`src/rtl/noc_pkg.sv`:
```
// Shared router constants: output direction codes, crossbar select codes, port indices
// and the per-output allocation state type.
package noc_pkg;

    localparam int unsigned N_PORTS = 5;

    localparam logic [2:0] OUT_L = 3'd0;
    localparam logic [2:0] OUT_E = 3'd1;
    localparam logic [2:0] OUT_W = 3'd2;
    localparam logic [2:0] OUT_N = 3'd3;
    localparam logic [2:0] OUT_S = 3'd4;

    localparam logic [2:0] IN_L   = 3'd0;
    localparam logic [2:0] IN_N   = 3'd1;
    localparam logic [2:0] IN_E   = 3'd2;
    localparam logic [2:0] IN_S   = 3'd3;
    localparam logic [2:0] IN_W   = 3'd4;
    localparam logic [2:0] IN_NON = 3'd5;

    localparam int unsigned PORT_L = 0;
    localparam int unsigned PORT_N = 1;
    localparam int unsigned PORT_E = 2;
    localparam int unsigned PORT_S = 3;
    localparam int unsigned PORT_W = 4;

    typedef logic [0:0] alloc_state_t;
    localparam alloc_state_t IDLE   = 1'b0;
    localparam alloc_state_t LOCKED = 1'b1;

    // Direction code that a flit carries to reach the output at a given port index.
    function automatic logic [2:0] out_code(int unsigned port);
        case (port)
            PORT_L:  return OUT_L;
            PORT_N:  return OUT_N;
            PORT_E:  return OUT_E;
            PORT_S:  return OUT_S;
            default: return OUT_W;
        endcase
    endfunction

    function automatic logic [2:0] wrap_inc(logic [2:0] idx);
        return (idx >= 3'd4) ? 3'd0 : idx + 3'd1;
    endfunction

endpackage

```
`src/rtl/wormhole_switch_allocator_arb.sv`:
```
// One output's wormhole arbiter: round-robin pick while idle, hold the winner until its
// tail flit transfers.
module rr_out_arbiter
    import noc_pkg::*;
(
    input  logic       clk,
    input  logic       rst,
    input  logic [4:0] eligible,
    input  logic       owner_valid,
    input  logic       owner_tail,
    input  logic       full,
    output logic [4:0] grant,
    output logic [2:0] select,
    output logic       lock
);

    alloc_state_t state_q, state_d;
    logic [2:0]   ptr_q, ptr_d;
    logic [2:0]   sel_q, sel_d;
    logic [2:0]   winner;
    logic [2:0]   idx;
    logic [7:0]   elig_ext;
    logic         found;
    logic         xfer;

    assign elig_ext = {3'b000, eligible};

    always_comb begin
        found  = 1'b0;
        winner = IN_NON;
        idx    = ptr_q;
        for (int k = 0; k < 5; k++) begin
            if (!found && elig_ext[idx]) begin
                found  = 1'b1;
                winner = idx;
            end
            idx = wrap_inc(idx);
        end
    end

    assign xfer  = (state_q == LOCKED) && owner_valid && !full;
    assign grant = xfer ? (5'b00001 << sel_q) : 5'b00000;

    always_comb begin
        state_d = state_q;
        ptr_d   = ptr_q;
        sel_d   = sel_q;
        case (state_q)
            IDLE: begin
                if (found) begin
                    state_d = LOCKED;
                    sel_d   = winner;
                    ptr_d   = wrap_inc(winner);
                end
            end
            default: begin
                if (xfer && owner_tail) begin
                    state_d = IDLE;
                    sel_d   = IN_NON;
                end
            end
        endcase
    end

    always_ff @(posedge clk or posedge rst) begin
        if (rst) begin
            state_q <= IDLE;
            ptr_q   <= 3'd0;
            sel_q   <= IN_NON;
        end else begin
            state_q <= state_d;
            ptr_q   <= ptr_d;
            sel_q   <= sel_d;
        end
    end

    assign select = sel_q;
    assign lock   = (state_q == LOCKED);

endmodule

```
`src/rtl/wormhole_switch_allocator.sv`:
```
// Five-port wormhole switch allocator: one round-robin arbiter per output, grants ORed
// into per-input dequeue strobes.
module wormhole_switch_allocator
    import noc_pkg::*;
#(
    parameter int unsigned N_BIT_SEL  = 3,
    parameter int unsigned N_REGISTER = 3
) (
    input  logic                  clk,
    input  logic                  rst,
    input  logic                  req_valid_L,
    input  logic                  req_valid_N,
    input  logic                  req_valid_E,
    input  logic                  req_valid_S,
    input  logic                  req_valid_W,
    input  logic [N_REGISTER-1:0] request_L,
    input  logic [N_REGISTER-1:0] request_N,
    input  logic [N_REGISTER-1:0] request_E,
    input  logic [N_REGISTER-1:0] request_S,
    input  logic [N_REGISTER-1:0] request_W,
    input  logic                  tail_L,
    input  logic                  tail_N,
    input  logic                  tail_E,
    input  logic                  tail_S,
    input  logic                  tail_W,
    input  logic                  full_L,
    input  logic                  full_N,
    input  logic                  full_E,
    input  logic                  full_S,
    input  logic                  full_W,
    output logic                  grant_L,
    output logic                  grant_N,
    output logic                  grant_E,
    output logic                  grant_S,
    output logic                  grant_W,
    output logic [N_BIT_SEL-1:0]  select_L,
    output logic [N_BIT_SEL-1:0]  select_N,
    output logic [N_BIT_SEL-1:0]  select_E,
    output logic [N_BIT_SEL-1:0]  select_S,
    output logic [N_BIT_SEL-1:0]  select_W,
    output logic                  lock_L,
    output logic                  lock_N,
    output logic                  lock_E,
    output logic                  lock_S,
    output logic                  lock_W
);

    logic [4:0]            valid_vec, tail_vec, full_vec, lock_vec, owner_valid, owner_tail;
    logic [4:0]            grant_all;
    logic [N_REGISTER-1:0] req_arr   [N_PORTS];
    logic [4:0]            elig      [N_PORTS];
    logic [4:0]            grant_arr [N_PORTS];
    logic [2:0]            sel_arr   [N_PORTS];

    assign valid_vec = {req_valid_W, req_valid_S, req_valid_E, req_valid_N, req_valid_L};
    assign tail_vec  = {tail_W, tail_S, tail_E, tail_N, tail_L};
    assign full_vec  = {full_W, full_S, full_E, full_N, full_L};

    assign req_arr[PORT_L] = request_L;
    assign req_arr[PORT_N] = request_N;
    assign req_arr[PORT_E] = request_E;
    assign req_arr[PORT_S] = request_S;
    assign req_arr[PORT_W] = request_W;

    // Illegal codes 5-7 never equal any output's code, so they are never eligible.
    always_comb begin
        for (int o = 0; o < N_PORTS; o++) begin
            owner_valid[o] = 1'b0;
            owner_tail[o]  = 1'b0;
            for (int i = 0; i < N_PORTS; i++) begin
                elig[o][i] = valid_vec[i] &&
                             (req_arr[i] == N_REGISTER'(out_code(int'(o))));
                if (sel_arr[o] == 3'(i)) begin
                    owner_valid[o] = valid_vec[i];
                    owner_tail[o]  = tail_vec[i];
                end
            end
        end
    end

    for (genvar o = 0; o < N_PORTS; o++) begin : g_out
        rr_out_arbiter u_arb (
            .clk         (clk),
            .rst         (rst),
            .eligible    (elig[o]),
            .owner_valid (owner_valid[o]),
            .owner_tail  (owner_tail[o]),
            .full        (full_vec[o]),
            .grant       (grant_arr[o]),
            .select      (sel_arr[o]),
            .lock        (lock_vec[o])
        );
    end

    always_comb begin
        grant_all = 5'b00000;
        for (int o = 0; o < N_PORTS; o++) begin
            grant_all = grant_all | grant_arr[o];
        end
    end

    assign {grant_W, grant_S, grant_E, grant_N, grant_L} = grant_all;
    assign {lock_W, lock_S, lock_E, lock_N, lock_L}      = lock_vec;

    assign select_L = N_BIT_SEL'(sel_arr[PORT_L]);
    assign select_N = N_BIT_SEL'(sel_arr[PORT_N]);
    assign select_E = N_BIT_SEL'(sel_arr[PORT_E]);
    assign select_S = N_BIT_SEL'(sel_arr[PORT_S]);
    assign select_W = N_BIT_SEL'(sel_arr[PORT_W]);

endmodule

```
`config.mk`:
```
export PLATFORM = sky130hd
export DESIGN_NAME = wormhole_switch_allocator
export DESIGN_NICKNAME = d
export VERILOG_FILES = /design/src/rtl/noc_pkg.sv /design/src/rtl/wormhole_switch_allocator_arb.sv /design/src/rtl/wormhole_switch_allocator.sv
export SDC_FILE = /design/constraint.sdc
export NUM_CORES = 1
export LEC_CHECK = 0
export ABC_CLOCK_PERIOD_IN_PS = 8100
export CORE_AREA = 2 2 108 110
export CTS_CLUSTER_DIAMETER = 100
export DETAILED_ROUTE_END_ITERATION = 8
export DIE_AREA = 0 0 110 112
export PLACE_DENSITY_LB_ADDON = 0.12
export SLEW_MARGIN = 20
export SYNTH_ARGS = -nofsm -noshare
export SYNTH_HDL_FRONTEND = slang
export SYNTH_SLANG_ARGS = --single-unit
```
`constraint.sdc`:
```
create_clock -name clk -period 8.1 [get_ports clk]
set_input_delay 1.215 -clock clk [delete_from_list [all_inputs] [get_ports clk]]
set_output_delay 1.215 -clock clk [all_outputs]
set_load 0.05 [all_outputs]
```
Yosys cells after proc, flatten, opt, wreduce, memory -nomap -nowiden
Index checks and enable logic that the tools add are counted.

$add $sub $neg: 25. $lt $le $gt $ge: 50. Equal/unequal tests: 45. Shifts and indexed selects: 5. Mux-type cells: 210. Bitwise operators: 9. Reduce and logical (&&, ||, !) cells: 110.

Operator list (count): $mux 3 (65); $mux 1 (115); $lt 3x4->1 const B (25); $add 3x1->3 const B (25); $bmux 1 s3 (25); $ge 3x3->1 const B (25); $eq 3x2->1 const B (20); $logic_and 1x1->1 (60); $eq 3x1->1 const B (10); $eq 3x3->1 const B (10); $logic_not 3->1 (10); $logic_not 1->1 (25); $mux 5 (5); $shl 1x3->5 const A (5); $or 5x5->5 (4); $reduce_and 2->1 (10); $ne 2x2->1 const B (5); $reduce_bool 2->1 (5); $not 1->1 (5).

Flip-flop bits (word level): 35. Bits of input ports: 32. Output and inout bits: 25. Word-level logic and storage cells: 469.

Logic depth before layout (Yosys ltp)
Word-level depth: 19. Mapped depth: 18. Gate-level depth less buffers: 18.

Hierarchy
From an unflattened synthesis, not the netlist that was laid out.

Cells, all modules: 767. Area total of the unflattened synthesis: 5930.7 µm².

By module, submodules not included: rr_out_arbiter (g_out[1].u_arb ...) (times used 4, cells each 130, area an instance 1028.5 µm², sequential area each 177.7 µm²); rr_out_arbiter (g_out[0].u_arb) (times used 1, cells each 130, area an instance 1027.2 µm², sequential area each 177.7 µm²); wormhole_switch_allocator (times used 1, cells each 117, area an instance 789.5 µm², sequential area each 0.0 µm²).

Worst setup path after synthesis
Ideal clock, no wire load.

Path type: input-to-output. From: input req_valid_N. To: output grant_N. Data arrival time: 2866 ps. Data required time: 6885 ps. Path slack: 4019 ps. Cell stages on the path: 8. Path buffers: 1. Path through: buf_2 -> mux4_2 -> inv_1 -> o21ai_0 -> nand2_1 -> nor2_1 -> nand2_1 -> o211ai_1.

Longest elaborated chain between the ends: 11. Elaborated cells between the ends (all ways): 39. Those cells by class: 25 x mux; 4 x bitwise; 10 x reduce/logical.

RTL lines: start: declaration (RTL line wormhole_switch_allocator.sv:12) `input logic req_valid_N,`; $mux 1 (4 in series) (RTL line wormhole_switch_allocator.sv:73) `if (sel_arr[o] == 3'(i)) begin`; $logic_and 1x1->1 (2 in series) (RTL line wormhole_switch_allocator_arb.sv:41) `assign xfer = (state_q == LOCKED) && owner_valid && !full;`; $mux 5 (RTL line wormhole_switch_allocator_arb.sv:42) `assign grant = xfer ? (5'b00001 << sel_q) : 5'b00000;`; $or 5x5->5 (3 in series) (RTL line wormhole_switch_allocator.sv:98) `grant_all = grant_all | grant_arr[o];`; $or 5x5->5 * (RTL line wormhole_switch_allocator.sv:98); end: declaration (RTL line wormhole_switch_allocator.sv:32) `output logic grant_N,`.

Every way passes the cells marked *; elsewhere a longest branch is shown, timed or not.

Worst setup path in the final report
From: input req_valid_N. To: output grant_E.

Longest elaborated chain between the ends: 11. Elaborated cells between the ends (all ways): 39. Those cells by class: 25 x mux; 4 x bitwise; 10 x reduce/logical.

RTL lines: $mux 1 (4 in series) (RTL line wormhole_switch_allocator.sv:73); $logic_and 1x1->1 (2 in series) (RTL line wormhole_switch_allocator_arb.sv:41); $mux 5 (RTL line wormhole_switch_allocator_arb.sv:42); $or 5x5->5 (3 in series) (RTL line wormhole_switch_allocator.sv:98); $or 5x5->5 * (RTL line wormhole_switch_allocator.sv:98); end: declaration (RTL line wormhole_switch_allocator.sv:33) `output logic grant_E,`.

Marks and branches as above.

==> impl.org <==
** Run status
- The flow ran to the end, and the final reports show no timing, DRC or antenna violations.

** Critical path
- Largest fanout of any net on the critical path :: 14
- The worst setup path is of the input pin to output port kind.
- CP Launch Type :: input pin
- For the worst flop-to-flop path, the logic depth is 18.
- The critical path contains buffers and inverters numbering 2 combined.
- Gate family responsible for the most delay along the worst path :: buffers and inverters
- Element type at the critical path end :: output port
- The startpoint identified for the worst register-to-register timing path is g_out[4].u_arb.ptr_q[0].
- For the worst setup path, the data required time is 6.88 ns.
- In this run the critical register-to-register path is captured at g_out[4].u_arb.ptr_q[1].
- The slowest stage of the critical path is the clkdlybuf4s50_1 cell.
- The largest single stage delay on the critical path is around 0.80 ns.
- CP cell instances :: clkdlybuf4s50_1 -> mux4_2 -> nor4bb_1 -> nand2_1 -> o21ai_0 -> a31oi_1 -> o21ai_0 -> a31o_2 -> clkdlybuf4s50_1
- Arrival time reported for the critical path endpoint :: 4.41 ns
- The setup check on the worst reg-to-reg path leaves a slack of approximately 3.6 ns.

** Place
- Gp weighted congestion :: between 0.9 and 1
- The HPWL after detailed placement is 14.0 mm.
- Port buffering added 56 buffers.

** Layout
- Layout fillers :: between 900 and 1000
- Most frequent standard cell in the layout excluding fill and tap cells :: nand2_1
- Post-layout nets :: between 800 and 900
- The multi-input combinational cells in the finished layout cover a total of between 0.004 and 0.005 mm2.
- Across the whole layout, storage elements account for 888 um2.
- Leading cell types in the layout, fill and taps excluded :: nand2_1, clkdlybuf4s50_1, nor2_1
- Compared with the post-synthesis result, the final layout area differs by 12.4%.
- Share of cells above drive strength 1 :: 13.9%
- Antenna cell count :: 0

** Timing
- The max-slew violation total from the final report came to 0.
- Final hold violation count :: 0
- For the pin with the worst max-slew slack, the measured transition is roughly 0.83 ns.
- Final Critical Period :: 5.63 ns
- Post-Route Setup TNS :: 0 ns
- Worst rel slew slack :: between 40% and 50%
- Unrepaired setup endpoints after global routing :: false
- Setup violations remaining at the end of the flow were counted as 0.
- The clock arrives with between 0.0015 and 0.002 ns of skew.
- Final worst-path cycle share :: a little over two thirds
- Maximum operating frequency :: 178 MHz

** CTS
- TritonCTS created 5 clock buffers.
- CTS root buffer :: clkbuf_16
- Clock tree from TritonCTS :: done
- For this design, the sink count on the clock tree is 35.
- Gates resized during post-CTS repair numbered 0.
- Buffers added to address setup during post-CTS repair amount to 0.
- Max clock buf depth :: 2
- Clock-pin transition on the worst setup and hold timing paths :: 0.06 ns
- At the later pin of the worst-skew pair, clock insertion delay measures ~0.28 ns.
- In this run, post-CTS hold repair placed 0 buffers.
- The H-tree was split into 2 levels.

** Drt
- Drt via density :: roughly 7
- Initial DRC count :: 630
- For this run, design rule violations remaining after detail routing come to 0.
- The pre-antenna-repair detailed-routing pass consisted of 5 iterations.
- Vias :: between 6000 and 7000
- Wire per inst :: about 20 um
- DRT Wirelength :: ~18 mm
- The count of nets left with antenna violations once routing finished came out at 0.

** Die
- Row count :: 39
- Initial cell density of the core :: 53.6%
- The die covers approximately 0.012 mm2.
- Floorplan die height :: 112 um
- I/O pin count :: 57
- Area of the core region :: 0.0112 mm2
- From left edge to right edge, the die measures roughly 110 um.

** Yosys
- Synthesis produced a netlist with a net count of 807.
- Yosys printed 0 warnings.
- Mean cell area of the mapped netlist :: 8.02 um2
- Counting flops with an async set or reset pin after synthesis yields a share of 100%.
- For this run, the register share of the synthesized area comes to between 10% and 20%.
- The number of different library cells used by synthesis comes to 113.
- EDFF count, synth :: 0
- In this run the cell area of the synthesized design comes to approximately 0.0060 mm2.
- Synth Instances :: roughly 750
- Post-synthesis register bit count :: 35
- Dominant register cell in the synthesized netlist :: dfrtp_1

** Min path
- Hold depth :: 2
- WHS Endpoint :: g_out[3].u_arb.lock
- The tightest min-delay check is of the flop to flop type.
- The worst hold path begins at g_out[3].u_arb.lock.

** Global route
- Across every metal layer, demand over resource in global routing totals roughly 30%.
- Number of global-route vias before repair :: between 5000 and 6000
- Global routing consumed, on the met1 layer, between 40% and 50% of the routing resources.
- Initial antenna violation count :: 0
- First-pass GRT wire length :: just over 30 mm
- Most crowded layer after global routing :: met2
- Met3 Use GR :: 4.39%
- Entering global routing, the biggest net connects 36 pins.
- Global routing consumed, on the met2 layer, between 40 and 50% of the routing resources.
- Overflow after GRT :: 0

** Run
- The tool flagged a number of max-cap violations equal to 0.
routing by layer:
layer  share of wire [%]  routed length (um)  up-vias
met5                   0                   0        -
met4                 1.5                 278        0
met3                 7.7                1410       25
met2                  46                8430      305
met1                  45                8190     3032
li1                    -                   -     2993
final cells by class:
type / instances / share of cell area (%)
Clock buffer: 5 / 1.86
Timing Repair Buffer: 57 / 8.43
Clock inverter: 3 / 0.297
Sequential cell: 35 / 13.2
Tap cell: 143 / 2.66
Multi-Input combinational cell: 636 / 70.9
Inverter: 48 / 2.67
logic make-up after synthesis:
family,synth area share [%]
and+or+nand+nor,32.5
AOI/OAI and AO/OA,33.7
buffers and inverters,5.45
DFF,14.8
muxes,7.66
adders and majority gates,5.85
worst register-to-register path: stages (launching register included):
cell and delay (ns):
dfrtp_1 0.74, ha_1 0.39, nand2_1 0.13, inv_1 0.08
ha_1 0.32, nand2_1 0.10, inv_1 0.07, ha_1 0.33
o21ai_4 0.12, inv_1 0.08, ha_1 0.35, nor2_1 0.12
a41oi_1 0.14, a22oi_2 0.30, nor4b_4 0.39, nand3_1 0.15
o31ai_2 0.12, ha_1 0.29, a22o_1 0.20
sequential cells by signal, summed over array words and instances, names as in the netlist:
name                count
g_out.u_arb.ptr_q      15
g_out.u_arb.select     15
g_out.u_arb.lock        5
Yosys cell counts, types with 11 or more instances:
master / instances / area, um2
a31oi_1: 16 / 100
a21oi_1: 34 / 170
o211ai_1: 11 / 82.6
nor3_1: 20 / 100
nor2b_1: 17 / 106
nor2_1: 50 / 188
mux2i_1: 14 / 140
nand2b_1: 13 / 81.3
buf_2: 14 / 70.1
dfrtp_1: 25 / 626
nand3_1: 33 / 165
o21ai_0: 36 / 180
inv_1: 43 / 161
nand2_1: 67 / 251
ha_1: 28 / 350
metrics by stage:
step / util, % / setup WS, ns / area (um2) / cells / hold slack, ns
after floorplan: - / 4.02 / 5990 / 747 / 0.576
after detailed placement: 59.0 / 2.52 / 6590 / 919 / 0.563
after global routing: 60.3 / 2.22 / 6740 / 927 / 0.616
final: 60.3 / 2.47 / 6740 / 927 / 0.578
after CTS: 60.3 / 2.52 / 6740 / 927 / 0.582
after global placement: 59.0 / 2.63 / 6590 / 919 / 0.563
worst max path at each step:
| stage | from | slack, ns | endpoint | cells past startpoint |
|---|---|---|---|---|
| after floorplan | req_valid_N | 4.02 | grant_N | 8 |
| final | req_valid_N | 2.47 | grant_E | 9 |
| after global placement | req_valid_N | 2.63 | grant_E | 9 |
| after CTS | req_valid_N | 2.52 | grant_E | 9 |
| after global routing | req_valid_N | 2.22 | grant_E | 9 |
| after detailed placement | req_valid_N | 2.52 | grant_E | 9 |
Power is not shown: default switching activity piles up to over one toggle a cycle in this logic, so the estimate is an artifact.
